--- src/rtl/servo_pwm_sweep.sv ---
// Multi-channel servo PWM with a shared period counter, frame-aligned shadow
// registers for period/duty, and an autonomous back-and-forth sweep on channel 0.
module servo_pwm_sweep #(
    parameter int N_CH         = 2,
    parameter int PERIOD_W     = 20,
    parameter int DUTY_W       = 16,
    parameter int PERIOD_SCALE = 1000,
    parameter int DUTY_SCALE   = 100,
    parameter int SWEEP_MIN    = 5000,
    parameter int SWEEP_MAX    = 25000,
    parameter int SWEEP_STEP   = 500,
    parameter int SWEEP_DIV    = 2,
    localparam int CH_W        = (N_CH > 1) ? $clog2(N_CH) : 1
) (
    input  logic              clk_i,
    input  logic              rst_i,
    input  logic              cfg_we_i,
    input  logic [7:0]        cfg_period_i,
    input  logic              duty_we_i,
    input  logic [CH_W-1:0]   duty_ch_i,
    input  logic [7:0]        duty_in_i,
    input  logic              sweep_en_i,
    output logic [N_CH-1:0]   pwm_o,
    output logic              frame_o,
    output logic [DUTY_W-1:0] sweep_duty_o,
    output logic              sweep_dir_o
);

    localparam int CW    = (PERIOD_W > DUTY_W) ? PERIOD_W : DUTY_W;
    localparam int DIV_W = (SWEEP_DIV > 1) ? $clog2(SWEEP_DIV) : 1;

    localparam logic [PERIOD_W-1:0] ONE_P   = PERIOD_W'(1);
    localparam logic [DIV_W-1:0]    ONE_DIV = DIV_W'(1);
    localparam logic [DIV_W-1:0]    DIV_END = DIV_W'(SWEEP_DIV - 1);
    localparam logic [DUTY_W-1:0]   MIN_D   = DUTY_W'(SWEEP_MIN);
    localparam logic [DUTY_W-1:0]   MAX_D   = DUTY_W'(SWEEP_MAX);
    localparam logic [DUTY_W-1:0]   STEP_D  = DUTY_W'(SWEEP_STEP);
    localparam logic [DUTY_W:0]     MIN_X   = (DUTY_W+1)'(SWEEP_MIN);
    localparam logic [DUTY_W:0]     MAX_X   = (DUTY_W+1)'(SWEEP_MAX);
    localparam logic [DUTY_W:0]     STEP_X  = (DUTY_W+1)'(SWEEP_STEP);

    // Sweep direction doubles as the sweep FSM state.
    typedef enum logic {
        DOWN = 1'b0,
        UP   = 1'b1
    } sweep_state_e;

    logic [PERIOD_W-1:0] cnt_q, cnt_d;
    logic [PERIOD_W-1:0] period_pend_q, period_act_q;
    logic [DUTY_W-1:0]   duty_pend_q [N_CH];
    logic [DUTY_W-1:0]   duty_act_q  [N_CH];
    logic [N_CH-1:0]     pwm_q;
    logic                frame_q;
    sweep_state_e        state_q, state_d;
    logic [DUTY_W-1:0]   sweep_duty_q, sweep_duty_d;
    logic [DIV_W-1:0]    div_q, div_d;

    logic             idle, wrap, load, step;
    logic [DUTY_W:0]  up_sum, dn_lim;

    assign idle   = (period_act_q == '0);
    assign wrap   = !idle && (cnt_q == period_act_q - ONE_P);
    // While idle the shadow registers reload every cycle so a new period starts at once.
    assign load   = wrap || idle;
    assign step   = wrap && sweep_en_i && (div_q == DIV_END);
    assign cnt_d  = load ? '0 : cnt_q + ONE_P;
    assign up_sum = {1'b0, sweep_duty_q} + STEP_X;
    assign dn_lim = MIN_X + STEP_X;

    always_comb begin
        state_d      = state_q;
        sweep_duty_d = sweep_duty_q;
        div_d        = div_q;
        if (load) begin
            if (!sweep_en_i) begin
                state_d      = UP;
                sweep_duty_d = MIN_D;
                div_d        = '0;
            end else if (step) begin
                div_d = '0;
                if (state_q == UP) begin
                    if (up_sum >= MAX_X) begin
                        sweep_duty_d = MAX_D;
                        state_d      = DOWN;
                    end else begin
                        sweep_duty_d = up_sum[DUTY_W-1:0];
                    end
                end else begin
                    if ({1'b0, sweep_duty_q} <= dn_lim) begin
                        sweep_duty_d = MIN_D;
                        state_d      = UP;
                    end else begin
                        sweep_duty_d = sweep_duty_q - STEP_D;
                    end
                end
            end else if (wrap) begin
                div_d = div_q + ONE_DIV;
            end
        end
    end

    always_ff @(posedge clk_i) begin
        if (rst_i) begin
            cnt_q         <= '0;
            period_pend_q <= '0;
            period_act_q  <= '0;
            pwm_q         <= '0;
            frame_q       <= 1'b0;
            state_q       <= UP;
            sweep_duty_q  <= MIN_D;
            div_q         <= '0;
            for (int i = 0; i < N_CH; i++) begin
                duty_pend_q[i] <= '0;
                duty_act_q[i]  <= '0;
            end
        end else begin
            cnt_q        <= cnt_d;
            state_q      <= state_d;
            sweep_duty_q <= sweep_duty_d;
            div_q        <= div_d;
            frame_q      <= !idle && (cnt_q == '0);
            if (cfg_we_i) begin
                period_pend_q <= PERIOD_W'(32'(cfg_period_i) * 32'(PERIOD_SCALE));
            end
            if (load) begin
                period_act_q <= period_pend_q;
            end
            for (int i = 0; i < N_CH; i++) begin
                if (duty_we_i && (duty_ch_i == CH_W'(i))) begin
                    duty_pend_q[i] <= DUTY_W'(32'(duty_in_i) * 32'(DUTY_SCALE));
                end
                if (load) begin
                    duty_act_q[i] <= (i == 0 && sweep_en_i) ? sweep_duty_d : duty_pend_q[i];
                end
                pwm_q[i] <= !idle && (CW'(cnt_q) < CW'(duty_act_q[i]));
            end
        end
    end

    assign pwm_o        = pwm_q;
    assign frame_o      = frame_q;
    assign sweep_duty_o = sweep_duty_q;
    assign sweep_dir_o  = (state_q == UP);

endmodule

--- config.mk ---
export PLATFORM = sky130hd
export DESIGN_NAME = servo_pwm_sweep
export DESIGN_NICKNAME = d
export VERILOG_FILES = /design/src/rtl/servo_pwm_sweep.sv
export SDC_FILE = /design/constraint.sdc
export NUM_CORES = 1
export LEC_CHECK = 0
export CAP_MARGIN = 25
export CORE_MARGIN = 2
export CORE_UTILIZATION = 50
export CTS_CLUSTER_DIAMETER = 30
export CTS_CLUSTER_SIZE = 12
export DETAILED_ROUTE_END_ITERATION = 10
export PLACE_DENSITY = 0.65
export SYNTH_ARGS = -nofsm -noshare
export SYNTH_HDL_FRONTEND = slang
export SYNTH_SLANG_ARGS = --single-unit
--- constraint.sdc ---
create_clock -name clk_i -period 5.3 [get_ports clk_i]
set_clock_uncertainty 0.05 [all_clocks]
set_input_delay 0.53 -clock clk_i [delete_from_list [all_inputs] [get_ports clk_i]]
set_output_delay 0.53 -clock clk_i [all_outputs]
set_load 0.1 [all_outputs]
==> flow_summary_export.csv, run 1 <==
group,metric,value,unit
run_status,status,"finished, final reports clean",
worst_setup_path,crit_buf_inv,3,
timing,tns,0,ns
routing,wl,19100,um
power,p_switching,0.00212,W
yosys,synth_seq_cells,126,
timing,clock.fmax,221,MHz
finish,syn_to_final_growth,14.0,%
routing,ant_nets,0,
worst_hold_path,min_from,"period_pend_q[13]",
clocking,cts-resized-gates,0,
worst_setup_path,cpLargestDelayFamily,"adder cells",
timing,post-route-period-util,0.852,
routing,dr.pass1.iters,7,
power,swShare,0.409,
routing,vias,6583,
power,vdd_drop_max,0.317,mV
worst_setup_path,crit_path_max_incr_delay,0.60,ns
global_routing,grt_pass1_wl,31900,um
global_routing,grt_max_degree,32,
clocking,cts_buffers,17,
clocking,clk_latency,0.42,ns
worst_setup_path,worstPathCellList,"clkdlybuf4s50_1 > fa_1 > inv_1 > fa_1 > fa_1 > fa_1 > inv_1 > ha_1 > a21oi_1 > o21ai_0 > a21oi_1 > o21bai_1 > a211oi_1 > xnor2_1 > mux2i_1 > nor2_1",
finish,antenna_cells,0,
yosys,async_reset_ff_frac,0,
routing,drc_errors,0,
worst_setup_path,cp-startpoint,"cfg_period_i[0]",
place,gp_congestion,0.885,
worst_setup_path,worstPathMaxFanout,5,
power,internal_power,0.00306,W
finish,final_core_util,0.578,
worst_setup_path,worstSetupPathType,"in2reg",
die,core,17200,um2
yosys,seq_area_frac_synth,0.353,
yosys,syn-instance-count,926,
clocking,cts_hold_buffers,0,
die,initial_core_util,0.507,
yosys,synth_nets,1071,
yosys,synth_cell_types,69,
power,clkPwrFrac,0.228,
power,seqPwrFrac,0.288,
yosys,synth_area,8710,um2
worst_setup_path,crit_required,5.60,ns
timing,finalMaxSlewViolations,0,
worst_setup_path,slowest_stage,"fa_1",
global_routing,antenna_found_initial,0,
global_routing,grt_overflow,0,
die,rows,48,
clocking,post_cts_buffers,0,
clocking,root_buffer,"clkbuf_16",
worst_setup_path,r2r_start,"period_act_q[12]",
power,leakagePower,4.31,nW
worst_setup_path,cp_data_arrival_time,4.82,ns
place,dp_hpwl,14500,um
worst_setup_path,start_kind,"input pin",
clocking,cts_tree,"built",
timing,max_slew_margin,0.354,
clocking,htreeDepth,4,
place,io_buffers,41,
global_routing,grt_pass1_vias,6246,
timing,period_needed,4.52,ns
die,die_w,136,um
worst_setup_path,endpoint_kind,"register",
clocking,cts_buffer_depth,2,
timing,hold_viol_final,0,
worst_hold_path,hold_path.class,"reg2reg",
timing,worst_pin_slew,0.966,ns
timing,setup_viol,0,
power,power.density,521,nW/um2
routing,drtIter0Drc,395,
yosys,avgSynthCellArea,9.40,um2
power,comb_power_share,0.484,
routing,viasPerCell,5.51,
routing,avgRoutedWirePerCell,16.0,um
die,die_area,18500,um2
finish,drive_above_1_share,0.0588,
worst_setup_path,crit_top_cell,"fa_1",
global_routing,grt.total_usage,0.222,
clocking,clk_pin_slew,0.06,ns
finish,final_common_cell,"inv_1",
yosys,synth.yosys.warnings,0,
yosys,ys.flop_type,"dfxtp_1",
die,ios,42,
clocking,clock_sinks,126,
finish,final_cell_mix,"inv_1 (101), ha_1 (98), nor2_1 (84)",
die,die_y,136,um
finish,nets,1102,
yosys,synth_edf_count,55,
timing,grt_setup_unrepaired,"no",
run,maxCapViolCount,0,
[registers in the layout, indices dropped and copies added, names as in the netlist]
| register | cells |
|---|---|
| period_pend_q | 15 |
| pwm_o | 2 |
| sweep_duty_o | 16 |
| div_q | 1 |
| sweep_dir_o | 1 |
| cnt_q | 20 |
| duty_act_q | 29 |
| period_act_q | 15 |
| frame_o | 1 |
| duty_pend_q | 26 |
[worst paths after layout]
| check | end | slack (ns) | cells after the start |
|---|---|---|---|
| worst max-delay path | period_pend_q[16] | 0.78 | 16 |
| worst min register to register | period_act_q[13] | 0.42 | 1 |
| worst max register to register | duty_act_q[0][9] | 1.46 | 9 |
| worst min-delay path | period_act_q[13] | 0.42 | 1 |
[cell usage after synthesis (all sizes together), types with 11 or more instances]
| cell | n | area share |
|---|---|---|
| ha | 98 | 0.14 |
| xnor2 | 33 | 0.033 |
| a21oi | 40 | 0.023 |
| a211oi | 11 | 0.010 |
| clkbuf | 27 | 0.012 |
| inv | 102 | 0.044 |
| nand3 | 35 | 0.022 |
| dfxtp | 71 | 0.16 |
| xor2 | 27 | 0.027 |
| nand2 | 44 | 0.019 |
| fa | 25 | 0.057 |
| and3 | 12 | 0.0086 |
| and2 | 23 | 0.017 |
| nor2 | 86 | 0.038 |
| mux2i | 16 | 0.018 |
| o21ai | 35 | 0.020 |
| nor3 | 16 | 0.0092 |
| a21o | 18 | 0.016 |
| edfxtp | 55 | 0.19 |
| a22o | 12 | 0.012 |
[stage by stage]
stage	power [W]	hold WS [ns]	worst slack, ns	cells	cell area [um2]
after detailed placement	0.00399	0.405	0.318	1162	9310
after CTS	0.00518	0.419	0.755	1194	9910
final	0.00517	0.417	0.782	1195	9920
after global placement	0.00395	0.398	0.413	1162	9310
after floorplan	0.00340	0.374	1.11	926	8710
after global routing	0.00561	0.436	0.546	1195	9920
[area by class of cell]
class | instances | area, um2
inverter | 103 | 387
multi-input combinational | 661 | 5100
fill | 1566 | 7250
clock buffer | 18 | 429
timing repair buffer | 48 | 479
tap | 225 | 282
clock inverter | 14 | 170
sequential | 126 | 3070
[per-layer routing]
metal	up-vias	GRT usage	wire, um
met2	124	0.345	8780
met5	-	0	0
met1	3133	0.320	9510
met3	10	0.0395	713
li1	3316	-	-
met4	0	0.0567	138
[logic make-up after synthesis]
kind of cell	after synthesis	share of synthesized area
compound gates	176	0.137
xor+xnor	60	0.0604
fa+ha+maj	123	0.198
buf+inv	139	0.0609
flops	126	0.353
mux	16	0.0184
simple gates	286	0.172
[worst reg2reg max path: cells and delay by family, from the launching register on]
kind,cells,cell delay [ns]
AOI/OAI and AO/OA,3,0.64
xor gates and xnor gates,1,0.24
DFF,1,0.37
and+or+nand+nor,5,2.26
[power by group through the flow]
stage	Combinational [W]	Sequential (W)	Clock, W
after detailed placement	0.00248	0.00151	0
final	0.00251	0.00149	0.00118
after global routing	0.00285	0.00152	0.00124
after global placement	0.00245	0.00150	0
after CTS	0.00250	0.00149	0.00119
after floorplan	0.00187	0.00154	0
(Power assumes the default switching activity.)
==> run 2: changes to the inputs <==
MAX_ROUTING_LAYER = met4   (was unset)
==> run 2 against run 1 <==
Effect of this change:
- fmax about the same
- non-clock buffer count unchanged
- critical path type unchanged
- highest routed layer unchanged
- count of clock-buffer cells in the layout unchanged
==> flow_summary_export.csv, run 2 (same netlist as run 1, synthesis figures left out) <==
group,metric,value,unit
finish,final_common_cell,"inv_1",
die,die_w,136,um
worst_setup_path,endpoint_kind,"register",
timing,layout_setup_ws,0.782,ns
routing,drtIter0Drc,445,
worst_setup_path,crit_required,5.60,ns
routing,wl,19100,um
die,rows,48,
place,io_buffers,41,
die,ios,42,
die,die_y,136,um
timing,clock.fmax,221,MHz
timing,tns,0,ns
clocking,clock_sinks,126,
finish,nets,1102,
clocking,post_cts_buffers,0,
clocking,cts_buffer_depth,2,
finish,final_area,9920,um2
clocking,clk_latency,0.42,ns
finish,num-fill-cells,1566,
timing,max_slew_margin,0.354,
place,post-place-ws,0.318,ns
power,vdd_drop_max,0.315,mV
routing,viasPerCell,5.53,
clocking,root_buffer,"clkbuf_16",
global_routing,grt_pass1_wl,32000,um
timing,post-route-period-util,0.853,
global_routing,grt_pass1_vias,6232,
worst_setup_path,worstPathMaxFanout,5,
die,initial_core_util,0.507,
finish,syn_to_final_growth,14.0,%
routing,ant_nets,0,
finish,top_register,"duty_act_q",
timing,grt_setup_unrepaired,"no",
place,gp_congestion,0.900,
timing,setup_viol,0,
routing,drc_errors,0,
run_status,status,"finished, final reports clean",
global_routing,grt_overflow,0,
timing,hold_viol_final,0,
timing,finalMaxSlewViolations,0,
finish,reg_top3,"duty_act_q: 29 flops, duty_pend_q: 26 flops, cnt_q: 20 flops",
place,dpl_cell_area,9310,um2
run,maxCapViolCount,0,
routing,vias,6614,
clocking,htreeDepth,4,
power,power.density,521,nW/um2
clocking,cts-resized-gates,0,
finish,largest_reg_flops,29,
clocking,clk_pin_slew,0.06,ns
power,leakagePower,4.31,nW
routing,dr.pass1.iters,8,
routing,avgRoutedWirePerCell,16.0,um
clocking,cts_buffers,17,
timing,period_needed,4.52,ns
worst_setup_path,start_kind,"input pin",
finish,final_cell_mix,"inv_1 (101), ha_1 (98), nor2_1 (84)",
worst_setup_path,cp_data_arrival_time,4.82,ns
worst_setup_path,worstSetupPathType,"in2reg",
clocking,cts_hold_buffers,0,
timing,hold_slack,0.415,ns
global_routing,grt.total_usage,0.229,
die,die_area,18500,um2
place,dp_hpwl,14500,um
clocking,cts_tree,"built",
finish,antenna_cells,0,
global_routing,antenna_found_initial,0,
finish,drive_above_1_share,0.0588,
timing,worst_pin_slew,0.966,ns
worst_hold_path,hold_path.class,"reg2reg",
die,core,17200,um2
global_routing,grt_max_degree,32,
run 2: per-stage QoR:
| step | instances | util | power, W |
|---|---|---|---|
| 2_1_floorplan | 926 | - | 0.00340 |
| 4_1_cts | 1194 | 0.577 | 0.00518 |
| 5_1_grt | 1195 | 0.578 | 0.00561 |
| 3_5_place_dp | 1162 | 0.542 | 0.00399 |
| 6_report | 1195 | 0.578 | 0.00517 |
| 3_3_place_gp | 1162 | 0.542 | 0.00395 |
run 2: area by class of cell:
cell class              instances  area [um2]  share of cell area
flip-flops and latches        126        3070               0.310
well taps                     225         282              0.0284
repair buffers                 48         479              0.0483
inverters                     103         387              0.0390
clock inverters                14         170              0.0171
multi-input cells             661        5100               0.514
clock buffers                  18         429              0.0432
run 2: final timing paths:
| path | startpoint | endpoint | slack [ns] | depth (start not counted) |
|---|---|---|---|---|
| worst min-delay path | period_pend_q[13] | period_act_q[13] | 0.42 | 1 |
| worst min register to register | period_pend_q[13] | period_act_q[13] | 0.42 | 1 |
| worst max register to register | period_act_q[12] | duty_act_q[0][9] | 1.46 | 9 |
| worst max-delay path | cfg_period_i[0] | period_pend_q[16] | 0.78 | 16 |
run 2: where the power goes:
part / switching (W) / internal, W
clock: 0.000467 / 0.000711
sequential: 0.000135 / 0.00135
combinational: 0.00151 / 0.000991
run 2: per-layer routing:
layer / track usage / vias to the layer above / part of all wire
met4: 0.0567 / 0 / 0.0095
met1: 0.320 / 3141 / 0.49
met2: 0.345 / 136 / 0.46
li1: - / 3318 / -
met3: 0.0406 / 19 / 0.043
met5: - / - / 0
run 2: critical path, stage by stage:
cell and delay [ns]:
clkdlybuf4s50_1 0.53, fa_1 0.60, inv_1 0.06, fa_1 0.53
fa_1 0.45, fa_1 0.51, inv_1 0.04, ha_1 0.32
a21oi_1 0.20, o21ai_0 0.10, a21oi_1 0.22, o21bai_1 0.11
a211oi_1 0.26, xnor2_1 0.16, mux2i_1 0.09, nor2_1 0.10
==> run 3: changes to the inputs <==
CORE_UTILIZATION = 30   (was 50)
CTS_BUF_LIST = sky130_fd_sc_hd__clkbuf_8   (was unset)
PLACE_DENSITY = 0.42   (was 0.65)
==> run 3 against run 2 <==
Effect of this change:
- flip-flop and latch count unchanged
- via count decreased by 1.9%
- non-clock buffer count unchanged
- sequential share of layout area about the same
- sequential power about the same
- first-iteration DRC count decreased by 19%
- hold slack improved by 0.0043 ns
- fmax decreased by 0.57%
- die area increased by 64%
- largest cell class unchanged
==> flow_summary_export.csv, run 3 (same netlist as run 1, synthesis figures left out) <==
group,metric,value,unit
run_status,status,"finished, final reports clean",
timing,max_slew_margin,0.349,
timing,period_needed,4.54,ns
finish,drive_above_1_share,0.0588,
global_routing,grt_pass1_wl,35900,um
finish,final_core_util,0.347,
clocking,post_cts_buffers,0,
worst_setup_path,r2r_start,"period_act_q[3]",
timing,tns,0,ns
routing,dr.pass1.iters,4,
die,die_area,30400,um2
routing,wl,21500,um
finish,syn_to_final_growth,14.0,%
worst_setup_path,reg2reg_depth,12,
clocking,root_buffer,"clkbuf_8",
clocking,cts_buffers,17,
routing,avgRoutedWirePerCell,15.9,um
worst_setup_path,ff2ff_setup_slack,1.32,ns
routing,drtIter0Drc,360,
die,die_y,174,um
global_routing,grt.total_usage,0.154,
finish,top_register,"duty_act_q",
timing,hold_slack,0.419,ns
clocking,cts_buffer_depth,2,
worst_hold_path,hold_path.class,"reg2reg",
global_routing,antenna_found_initial,1,
place,io_buffers,41,
clocking,clk_pin_slew,0.07,ns
timing,post-route-period-util,0.857,
finish,final_common_cell,"inv_1",
die,core,28600,um2
timing,worst_pin_slew,0.974,ns
place,dp_hpwl,16400,um
die,rows,62,
place,gp_congestion,0.792,
worst_setup_path,endpoint_kind,"register",
worst_setup_path,start_kind,"input pin",
worst_setup_path,worstSetupPathType,"in2reg",
timing,setup_viol,0,
clocking,cts_hold_buffers,0,
die,initial_core_util,0.304,
worst_setup_path,cp-startpoint,"cfg_period_i[0]",
timing,grt_setup_unrepaired,"no",
clocking,clk_latency,0.44,ns
routing,vias,6486,
routing,ant_nets,0,
worst_setup_path,reg2reg_to,"period_act_q[11]",
global_routing,grt_pass1_vias,6579,
worst_setup_path,setup.worst_path.end,"period_pend_q[16]",
die,die_w,174,um
worst_setup_path,worstPathMaxFanout,5,
worst_setup_path,crit_required,5.63,ns
global_routing,grt_max_degree,30,
global_routing,grt_overflow,0,
timing,hold_viol_final,0,
finish,largest_reg_flops,29,
place,dpl_cell_area,9520,um2
finish,final_area,9920,um2
worst_setup_path,cp_data_arrival_time,4.87,ns
clocking,clock_sinks,126,
die,ios,42,
power,power.density,494,nW/um2
clocking,cts-resized-gates,0,
clocking,htreeDepth,4,
power,leakagePower,4.22,nW
routing,viasPerCell,4.79,
timing,clock.fmax,220,MHz
finish,antenna_cells,0,
finish,num-fill-cells,2955,
routing,drc_errors,0,
finish,reg_top3,"duty_act_q: 29 flops, duty_pend_q: 26 flops, cnt_q: 20 flops",
run,maxCapViolCount,0,
timing,finalMaxSlewViolations,0,
clocking,cts_tree,"built",
finish,final_cell_mix,"inv_1 (101), ha_1 (98), nor2_1 (84)",
finish,nets,1102,
power,vdd_drop_max,0.382,mV
## run 3: area by class of cell
type                            count  area [um2]  area share
Clock inverter                     15         171      0.0173
Inverter                          103         387      0.0390
Timing Repair Buffer               48         475      0.0479
Sequential cell                   126        3070       0.310
Clock buffer                       17         234      0.0236
Tap cell                          384         480      0.0484
Multi-Input combinational cell    661        5100       0.514
## run 3: per-stage QoR
| stage | power, W | instances | worst slack (ns) |
|---|---|---|---|
| finish | 0.00490 | 1354 | 0.756 |
| global route | 0.00536 | 1354 | 0.499 |
| CTS | 0.00499 | 1354 | 0.778 |
| detailed placement | 0.00409 | 1322 | 0.296 |
| global placement | 0.00410 | 1321 | 0.367 |
| floorplan | 0.00340 | 926 | 1.11 |
## run 3: layer usage
metal	track usage	vias to the layer above	share of wire	routed length (um)
li1	-	3315	-	-
met1	0.210	3059	0.51	11000
met2	0.241	97	0.45	9690
met3	0.0249	15	0.028	600
met4	0.0368	0	0.011	235
met5	-	-	0	0
## run 3: how the worst min path moves through the flow
stage / start / cells after the start / endpoint / slack, ns
floorplan: period_pend_q[11] / 2 / period_act_q[11] / 0.37
global route: period_pend_q[13] / 1 / period_act_q[13] / 0.44
detailed placement: period_pend_q[11] / 2 / period_act_q[11] / 0.40
finish: period_pend_q[11] / 2 / period_act_q[11] / 0.42
global placement: period_pend_q[8] / 1 / period_act_q[8] / 0.40
CTS: period_pend_q[11] / 2 / period_act_q[11] / 0.42
## run 3: power breakdown
part / total, W / switching [W] / internal, W
logic: 0.00254 / 0.00156 / 0.000986
registers: 0.00149 / 0.000138 / 0.00135
clock network: 0.000867 / 0.000405 / 0.000463
## run 3: critical path, stage by stage
cell and delay (ns):
clkdlybuf4s50_1 0.53, fa_1 0.61, inv_1 0.06, fa_1 0.52
fa_1 0.44, fa_1 0.51, inv_1 0.04, ha_1 0.33
a21oi_1 0.22, o21ai_0 0.12, a21oi_1 0.24, o21bai_1 0.12
a211oi_1 0.25, xnor2_1 0.15, mux2i_1 0.09, nor2_1 0.11
